### src/rtl/var_lat_pkg.sv
// Shared types and default configuration for the variable-latency unit
// issue controller and its result FIFO.
package var_lat_pkg;

   // Controller FSM states.
   typedef enum logic [1:0] {
      IDLE = 2'd0,
      BUSY = 2'd1,
      ERR  = 2'd2
   } state_e;

   // Longest latency the attached unit can legally take (in[1:0] = 3).
   localparam int unsigned MAX_UNIT_LAT = 4;

   // Default configuration.
   localparam int unsigned DEF_WIDTH   = 32;
   localparam int unsigned DEF_DEPTH   = 2;
   localparam int unsigned DEF_TIMEOUT = 7;

endpackage

### src/rtl/var_lat_result_fifo.sv
// Small synchronous result FIFO. Registered head (no fall-through), pointers
// wrap modulo DEPTH so any entry count works. Push is guarded against a full
// FIFO, although the controller reserves space before issuing.
module var_lat_result_fifo
#(
   parameter int unsigned WIDTH = 32,
   parameter int unsigned DEPTH = 2,
   parameter int unsigned CNT_W = $clog2(DEPTH + 1)
) (
   input  logic             clock,
   input  logic             reset,
   input  logic             push_i,
   input  logic [WIDTH-1:0] push_data_i,
   input  logic             pop_i,
   output logic [CNT_W-1:0] count_o,
   output logic             head_valid_o,
   output logic [WIDTH-1:0] head_data_o
);

   localparam int unsigned PTR_W = (DEPTH > 1) ? $clog2(DEPTH) : 1;

   logic [WIDTH-1:0] mem_q [DEPTH];
   logic [PTR_W-1:0] wr_ptr_q, wr_ptr_d;
   logic [PTR_W-1:0] rd_ptr_q, rd_ptr_d;
   logic [CNT_W-1:0] count_q, count_d;
   logic             push_eff_s;
   logic             pop_eff_s;

   // Advance a pointer with wrap at DEPTH-1.
   function automatic logic [PTR_W-1:0] ptr_inc(input logic [PTR_W-1:0] p);
      if (p == PTR_W'(DEPTH - 1)) begin
         return {PTR_W{1'b0}};
      end else begin
         return p + PTR_W'(1);
      end
   endfunction

   assign pop_eff_s  = pop_i && (count_q != {CNT_W{1'b0}});
   assign push_eff_s = push_i && ((count_q != CNT_W'(DEPTH)) || pop_eff_s);

   // Next pointer and occupancy values from the effective push/pop.
   always_comb begin
      wr_ptr_d = wr_ptr_q;
      rd_ptr_d = rd_ptr_q;
      count_d  = count_q;
      if (push_eff_s) begin
         wr_ptr_d = ptr_inc(wr_ptr_q);
      end else begin
         wr_ptr_d = wr_ptr_q;
      end
      if (pop_eff_s) begin
         rd_ptr_d = ptr_inc(rd_ptr_q);
      end else begin
         rd_ptr_d = rd_ptr_q;
      end
      case ({push_eff_s, pop_eff_s})
         2'b10:   count_d = count_q + CNT_W'(1);
         2'b01:   count_d = count_q - CNT_W'(1);
         default: count_d = count_q;
      endcase
   end

   // Pointer and occupancy registers; reset flushes the FIFO.
   always_ff @(posedge clock) begin
      if (reset) begin
         wr_ptr_q <= {PTR_W{1'b0}};
         rd_ptr_q <= {PTR_W{1'b0}};
         count_q  <= {CNT_W{1'b0}};
      end else begin
         wr_ptr_q <= wr_ptr_d;
         rd_ptr_q <= rd_ptr_d;
         count_q  <= count_d;
      end
   end

   // Storage array; contents need no reset because count gates validity.
   always_ff @(posedge clock) begin
      if (push_eff_s) begin
         mem_q[wr_ptr_q] <= push_data_i;
      end
   end

   assign count_o      = count_q;
   assign head_valid_o = (count_q != {CNT_W{1'b0}});
   assign head_data_o  = mem_q[rd_ptr_q];

endmodule

### src/rtl/var_lat_issue_ctrl.sv
// Issue controller for a start/in/done/out unit whose latency (1-4 cycles)
// depends on in[1:0]. Accepts requests on a valid/ready port, keeps at most
// one operation in flight, captures the result in the done cycle into a
// small in-order FIFO, and flags a unit that never finishes.
module var_lat_issue_ctrl
   import var_lat_pkg::*;
#(
   parameter int unsigned WIDTH   = DEF_WIDTH,
   parameter int unsigned DEPTH   = DEF_DEPTH,
   parameter int unsigned TIMEOUT = DEF_TIMEOUT
) (
   input  logic             clock,
   input  logic             reset,
   input  logic             req_valid,
   output logic             req_ready,
   input  logic [WIDTH-1:0] req_data,
   output logic             core_start,
   output logic [WIDTH-1:0] core_in,
   input  logic             core_done,
   input  logic [WIDTH-1:0] core_out,
   output logic             rsp_valid,
   input  logic             rsp_ready,
   output logic [WIDTH-1:0] rsp_data,
   output logic             busy,
   output logic             timeout_err
);

   // A watchdog shorter than the slowest legal unit would trip on healthy
   // operations, so the limit is never allowed below MAX_UNIT_LAT+1.
   localparam int unsigned TO_EFF = (TIMEOUT > MAX_UNIT_LAT) ? TIMEOUT : (MAX_UNIT_LAT + 1);
   localparam int unsigned TMR_W  = $clog2(TO_EFF + 1);
   localparam int unsigned CNT_W  = $clog2(DEPTH + 1);

   state_e           state_q, state_d;
   logic [TMR_W-1:0] timer_q, timer_d;
   logic             busy_q;
   logic             err_q;
   logic [CNT_W-1:0] count_s;
   logic             req_ready_s;
   logic             accept_s;
   logic             push_s;
   logic             pop_s;
   logic             room_idle_s;
   logic             room_b2b_s;

   assign pop_s  = rsp_valid && rsp_ready;
   assign push_s = (state_q == BUSY) && core_done;

   // Space checks: from IDLE one free slot is enough; issuing in the done
   // cycle needs a slot beyond the result being pushed right now.
   always_comb begin
      room_idle_s = (count_s < CNT_W'(DEPTH));
      room_b2b_s  = ((count_s - CNT_W'(pop_s)) < CNT_W'(DEPTH - 1));
   end

   // Request acceptance: only when the unit is idle or finishing this cycle.
   always_comb begin
      req_ready_s = 1'b0;
      if (reset) begin
         req_ready_s = 1'b0;
      end else begin
         case (state_q)
            IDLE:    req_ready_s = room_idle_s;
            BUSY:    req_ready_s = core_done && room_b2b_s;
            ERR:     req_ready_s = 1'b0;
            default: req_ready_s = 1'b0;
         endcase
      end
   end

   assign accept_s   = req_valid && req_ready_s;
   assign req_ready  = req_ready_s;
   assign core_start = accept_s;
   assign core_in    = req_data;

   // Next state and watchdog timer.
   always_comb begin
      state_d = state_q;
      timer_d = timer_q;
      case (state_q)
         IDLE: begin
            if (accept_s) begin
               state_d = BUSY;
               timer_d = {TMR_W{1'b0}};
            end else begin
               state_d = IDLE;
            end
         end
         BUSY: begin
            if (timer_q != TMR_W'(TO_EFF)) begin
               timer_d = timer_q + TMR_W'(1);
            end else begin
               timer_d = timer_q;
            end
            if (core_done) begin
               if (accept_s) begin
                  state_d = BUSY;
                  timer_d = {TMR_W{1'b0}};
               end else begin
                  state_d = IDLE;
               end
            end else if (timer_q == TMR_W'(TO_EFF - 1)) begin
               state_d = ERR;
            end else begin
               state_d = BUSY;
            end
         end
         ERR: begin
            state_d = ERR;
         end
         default: begin
            state_d = IDLE;
         end
      endcase
   end

   // State, timer and registered status outputs.
   always_ff @(posedge clock) begin
      if (reset) begin
         state_q <= IDLE;
         timer_q <= {TMR_W{1'b0}};
         busy_q  <= 1'b0;
         err_q   <= 1'b0;
      end else begin
         state_q <= state_d;
         timer_q <= timer_d;
         busy_q  <= (state_d == BUSY);
         err_q   <= (state_d == ERR);
      end
   end

   assign busy        = busy_q;
   assign timeout_err = err_q;

   var_lat_result_fifo #(
      .WIDTH (WIDTH),
      .DEPTH (DEPTH),
      .CNT_W (CNT_W)
   ) u_fifo (
      .clock        (clock),
      .reset        (reset),
      .push_i       (push_s),
      .push_data_i  (core_out),
      .pop_i        (pop_s),
      .count_o      (count_s),
      .head_valid_o (rsp_valid),
      .head_data_o  (rsp_data)
   );

endmodule

### config.mk
export PLATFORM = sky130hd
export DESIGN_NAME = var_lat_issue_ctrl
export DESIGN_NICKNAME = d
export VERILOG_FILES = /design/src/rtl/var_lat_pkg.sv /design/src/rtl/var_lat_result_fifo.sv /design/src/rtl/var_lat_issue_ctrl.sv
export SDC_FILE = /design/constraint.sdc
export NUM_CORES = 1
export LEC_CHECK = 0
export ABC_CLOCK_PERIOD_IN_PS = 2660
export BUFFER_PORTS_ARGS = -buffer_cell sky130_fd_sc_hd__buf_2
export CAP_MARGIN = 20
export CORE_MARGIN = 2
export CORE_UTILIZATION = 43
export DETAILED_ROUTE_END_ITERATION = 12
export PLACE_DENSITY = 0.76
export RECOVER_POWER = 50
export SYNTH_ARGS = -nofsm -noshare
export SYNTH_HDL_FRONTEND = slang
export SYNTH_SLANG_ARGS = --single-unit
### constraint.sdc
create_clock -name clock -period 2.66 [get_ports clock]
set_input_delay 0.665 -clock clock [delete_from_list [all_inputs] [get_ports clock]]
set_output_delay 0.665 -clock clock [all_outputs]
set_load 0.02 [all_outputs]
; ---- Word level (Yosys, flattened, before mapping)
; Memories as Yosys holds them, arrays and structs flattened. A register that Yosys moved wholly into a read port is not among the register bits.
; Cells that the tools add are included.
[word_totals]
output_inout_bits = 69
input_bits = 69
mem_count = 1
ram_bits = 64
ff_bits = 11
elab_cells = 56
[memory_table]
columns = name, depth, width, rd, rd_ports_with_merged_regs, wr, line_no
row1 = u_fifo.mem_q, 2, 32, 1, 1, 1, var_lat_result_fifo.sv:22  ; logic [WIDTH-1:0] mem_q [DEPTH];
[op_classes]
n_lt_le_gt_ge = 2
n_eq_ne = 10
n_mux = 18
add_sub_neg = 6
n_reduce_logical = 12
[op_table]
columns = operator, count
row1 = $mux 3, 4
row2 = $mux 1, 8
row3 = $eq 2x1->1 const B, 3
row4 = $eq 2x2->1 const B, 3
row5 = $logic_and 1x1->1, 6
row6 = $pmux 2 s3, 1
row7 = $pmux 3 s2, 1
row8 = $reduce_bool 2->1, 3
row9 = $mux 2, 2
row10 = $ne 2x2->1 const B, 2
row11 = $pmux 2 s2, 1
row12 = $add 3x1->3 const B, 1
row13 = $eq 3x3->1 const B, 1
row14 = $ne 3x3->1 const B, 1
row15 = $add 1x1->1 const B, 2
row16 = $add 2x1->2 const B, 1
row17 = $logic_not 2->1, 1
row18 = $lt 2x1->1 const B, 1
row19 = $lt 2x2->1 const B, 1
row20 = $pmux 1 s2, 1
row21 = $reduce_and 2->1, 1
row22 = $sub 2x1->2, 1
row23 = $sub 2x1->2 const B, 1
row24 = $logic_or 1x1->1, 1

; ---- Logic depth before layout (Yosys ltp)
[depth]
depth_word = 12
mapped_depth = 7
ltp_nobuf = 7

; ---- Cells and area by module
; Synthesis repeated with hierarchy kept, for this count alone.
[unflattened]
hier_cells = 203
area_unflattened_um2 = 3186.8
[by_module_without_submodules]
columns = module, area_per_inst_um2, instances, cells_per_inst, seq_area_each_um2
row1 = var_lat_result_fifo, 2553.7, 1, 129, 2021.9
row2 = var_lat_issue_ctrl, 633.1, 1, 74, 140.1

; ---- Worst setup path before layout
; OpenSTA, ideal clock, no wires.
[synth_timing]
kind = reg-to-output
start = reg u_fifo.count_q[1], in the netlist u_fifo.count_o[1]
end = out req_ready
stages_incl_launch_ff = 7
setup_slack_ns = -0.125
arrival_ns = 2.120
required_ns = 1.995
path_buffers = 0
path_cell_list = dfxtp_1 -> or2_2 -> and2_1 -> ha_1 -> nand2_1 -> or3_4 -> a21boi_0
[synth_between]
elab_chain_cells = 7
word_cells_on_any_way = 8
classes_between = 1 x add/sub / 2 x order compare / 2 x mux / 3 x reduce/logical
[synth_rtl]
columns = element, line_no
row1 = "start, declared", var_lat_result_fifo.sv:25  ; logic [CNT_W-1:0] count_q, count_d;
row2 = "start signal, assigned", var_lat_result_fifo.sv:68  ; count_q <= {CNT_W{1'b0}};
row3 = "start signal, assigned", var_lat_result_fifo.sv:72  ; count_q <= count_d;
row4 = $reduce_bool 2->1, var_lat_result_fifo.sv:84  ; assign head_valid_o = (count_q != {CNT_W{1'b0}});
row5 = named net rsp_valid, var_lat_issue_ctrl.sv:21  ; output logic rsp_valid,
row6 = $logic_and 1x1->1, var_lat_issue_ctrl.sv:46  ; assign pop_s = rsp_valid && rsp_ready;
row7 = $sub 2x1->2, var_lat_issue_ctrl.sv:53  ; room_b2b_s = ((count_s - CNT_W'(pop_s)) < CNT_W'(DEPTH - 1));
row8 = $lt 2x1->1, var_lat_issue_ctrl.sv:53
row9 = $logic_and 1x1->1, var_lat_issue_ctrl.sv:64  ; BUSY: req_ready_s = core_done && room_b2b_s;
row10 = $pmux 1 s2, var_lat_issue_ctrl.sv:62  ; case (state_q)
row11 = $mux 1, var_lat_issue_ctrl.sv:59  ; if (reset) begin
row12 = "end, declared", var_lat_issue_ctrl.sv:15  ; output logic req_ready,
; The timed path passes the listed nets, and every way through them passes these cells.

; ---- Worst setup path in the final report
[layout_timing]
start = reg u_fifo.count_q[0], in the netlist u_fifo.count_o[0]
end = out req_ready
[layout_between]
elab_chain_cells = 7
word_cells_on_any_way = 8
classes_between = 1 x add/sub / 2 x order compare / 2 x mux / 3 x reduce/logical
[layout_rtl]
columns = element, line_no
row1 = $reduce_bool 2->1, var_lat_result_fifo.sv:84
row2 = $logic_and 1x1->1, var_lat_issue_ctrl.sv:46
row3 = $sub 2x1->2, var_lat_issue_ctrl.sv:53
row4 = $lt 2x1->1, var_lat_issue_ctrl.sv:53
row5 = $logic_and 1x1->1, var_lat_issue_ctrl.sv:64
row6 = $pmux 1 s2 (*), var_lat_issue_ctrl.sv:62
row7 = $mux 1 (*), var_lat_issue_ctrl.sv:59
; Mark *: on every way between the ends. The rest lies on a longest branch, timed or not.

==> out/metrics.cfg <==
[critical_path]
start_kind=flip-flop
worst_ep_required_time_ns=2.00
reg2reg_depth=15
worst-path-buf-inv=1
critPathSlowestCell=or3_4
cp_max_fo=2
cpPeakStageDelay_ns=0.39
cp_cell_sequence=or2_4 > and2_4 > ha_4 > nand2_4 > or3_4 > a21boi_2 > buf_6
path_depth=7
crit_path_end_kind=output pin
path_delay_family=simple AND/OR/NAND/NOR gates
path_class=reg2out
cp.arrival_ns=2.07

[yosys]
yosys_register_bits=76
netlist_instances=203
netlist_area_sq_um=3170
synthFlopType=edfxtp_1
yosys_warnings=0
synth_seq_area_share=0.681
synth_edf_count=64
synth_nets=276
syn_avg_cell_area_sq_um=15.6
synth-async-reset-ratio=0
ys_types=35

[worst_hold_path]
min_path_type=in2reg
hold_depth=1

[cells_and_area]
layout.cells.non_filler=371
fin_area_sq_um=3780
area_growth_pct=19.1
num_antenna_cells=0
nets=340
drive_gt1_frac=0.511
fin_util=0.524

[clocking]
hold_buffers=0
htree_levels=3
clk_latency_ns=0.35
clock-sinks=76
path_clk_slew_ns=0.09
clk_path_buf_depth=2
cts.root.buffer_cell=clkbuf_8
cts_buffers=9
cts_tree=built

[timing]
layout_setup_ws_ns=-0.0741
hold_viol_final=0
period_needed_ns=2.73
finalClockSkew_ns=0.0106
max_clock_freq_mhz=366
setup_viol=2
slew_viol_final=0
period_share=1.03
slew_headroom=0.701
rsz0062_at_grt=yes
tightest_slew_ns=0.448
final.setup.tns_ns=-0.144
holdWs_ns=0.498

[floorplan]
start_util=0.440
core_region_area_sq_um=7210
die_area_sq_um=8080
die_width_um=89.9
dieHeight_um=89.9
pin_count=138
rows=31

[global_route]
grt-ovfl-total=0
grt_max_degree=33
grt_pass1_vias=1837
grt_pass1_wl_um=8780
grtUsageTotal=0.142
antenna_found_initial=0

[power]
peakVddDrop_v=0.000283
intPower_mw=1.94
power_switching_mw=0.647
p_per_area_nw_per_um2=684
finalPower_mw=2.58
p_comb_frac=0.139
leakagePower_nw=1.39
switching_share=0.251
p_clk_frac=0.349
p_seq_frac=0.513

[drt]
drt_first_pass_iters=4
ant_nets=0
via_count=1786
drtIter0Drc=58
post_drt_wl_per_cell_um=15.3
drc=0
drt_wl_total_um=5670
viasPerCell=4.81

[placement]
post-place-cells=343
port_buffers=73
placed_area_sq_um=3440
gp_congestion=0.724
dpl.hpwl_um=3570
pre_cts_ws_ns=-0.0149

[status]
status=complete, but fails checks
violations=setup timing

[flow_run]
drv_cap=0

## repair_timing
| action | in CTS | in global routing |
|---|---|---|
| pin swaps | 6 | 3 |
| endpoints found under the setup margin | 2 | 5 |
| gates resized for setup | 10 | 4 |
| buffers inserted | 11 | 1 |
## metal layers
layer	vias to the layer above	GRT usage	wire length, um
li1	839	-	-
met1	843	0.158	2270
met2	68	0.230	2770
met3	36	0.0436	385
met4	0	0.105	244
met5	-	0	0
## cell usage after synthesis (2+ instances only)
| master | instances | area (sq um) |
|---|---|---|
| buf_4 | 32 | 240 |
| xor2_1 | 2 | 17.5 |
| nand2_1 | 5 | 18.8 |
| a21oi_1 | 4 | 20.0 |
| ha_1 | 4 | 50.1 |
| or4_1 | 2 | 15.0 |
| buf_2 | 3 | 15.0 |
| xnor2_1 | 3 | 26.3 |
| inv_1 | 3 | 11.3 |
| mux2_2 | 30 | 338 |
| dfxtp_1 | 12 | 240 |
| nand2b_1 | 2 | 12.5 |
| o21ai_0 | 3 | 15.0 |
| nor2_1 | 8 | 30.0 |
| edfxtp_1 | 64 | 1920 |
| o21a_1 | 2 | 15.0 |
| and2_1 | 3 | 18.8 |
| clkbuf_1 | 2 | 7.51 |
| nand3b_1 | 2 | 15.0 |
| mux2_1 | 2 | 22.5 |
## cell families (layout without fill, tap and decap cells)
family	after synthesis	after routing	synth area share
adders and majority gates	4	4	0.0158
buffers and inverters	41	110	0.0875
and+or+nand+nor	30	30	0.0544
muxes	32	32	0.114
DFF	76	76	0.681
xor gates and xnor gates	5	5	0.0138
AOI/OAI and AO/OA	15	15	0.0335
## layout make-up
cell class,instances,area (sq um)
tap,99,124
sequential,76,2170
clock inverter,7,83.8
fill,623,3440
timing repair buffer,90,490
clock buffer,9,124
multi-input combinational,86,774
inverter,4,15.0
## sequential cells by signal, indices dropped and copies added (netlist names), named ones only
signal and cells:
timeout_err 1, u_fifo.mem_q 64, timer_q 3, busy 1
state_q 2, u_fifo.rd_ptr_q 1, u_fifo.count_o 2, u_fifo.wr_ptr_q 1
## cells in the final DEF (no fill, tap or decap), drive strengths merged
cell	n
buf	78
edfxtp	64
mux2	32
clkbuf	21
dfxtp	12
nor2	8
inv	7
nand2	5
a21oi	5
ha	4
xnor2	3
o21ai	3
and2	3
or3	3
xor2	2
o21a	2
nand3b	2
or4	2
nand2b	2
clkinv	2
or2	1
and2b	1
o311a	1
a31oi	1
or3b	1
a21boi	1
and3b	1
nor3	1
a21o	1
a211oi	1
bufinv	1
clkinvlp	1
## final timing paths
check / startpoint / slack [ns] / endpoint
max reg2reg: u_fifo.count_o[0] / 0.10 / timer_q[0]
min reg2reg: u_fifo.rd_ptr_q / 0.53 / u_fifo.rd_ptr_q
min: core_out[7] / 0.50 / u_fifo.mem_q[0][7]
max: u_fifo.count_o[0] / -0.07 / req_ready
## power groups by stage
stage,Clock (mW),Combinational (mW),Sequential (mW)
after detailed placement,0,0.290,1.35
after floorplan,0,0.259,1.35
after global routing,0.977,0.385,1.33
after global placement,0,0.284,1.35
final,0.901,0.358,1.33
after CTS,0.930,0.346,1.32
No activity file was read; power rests on OpenSTA's default activity.
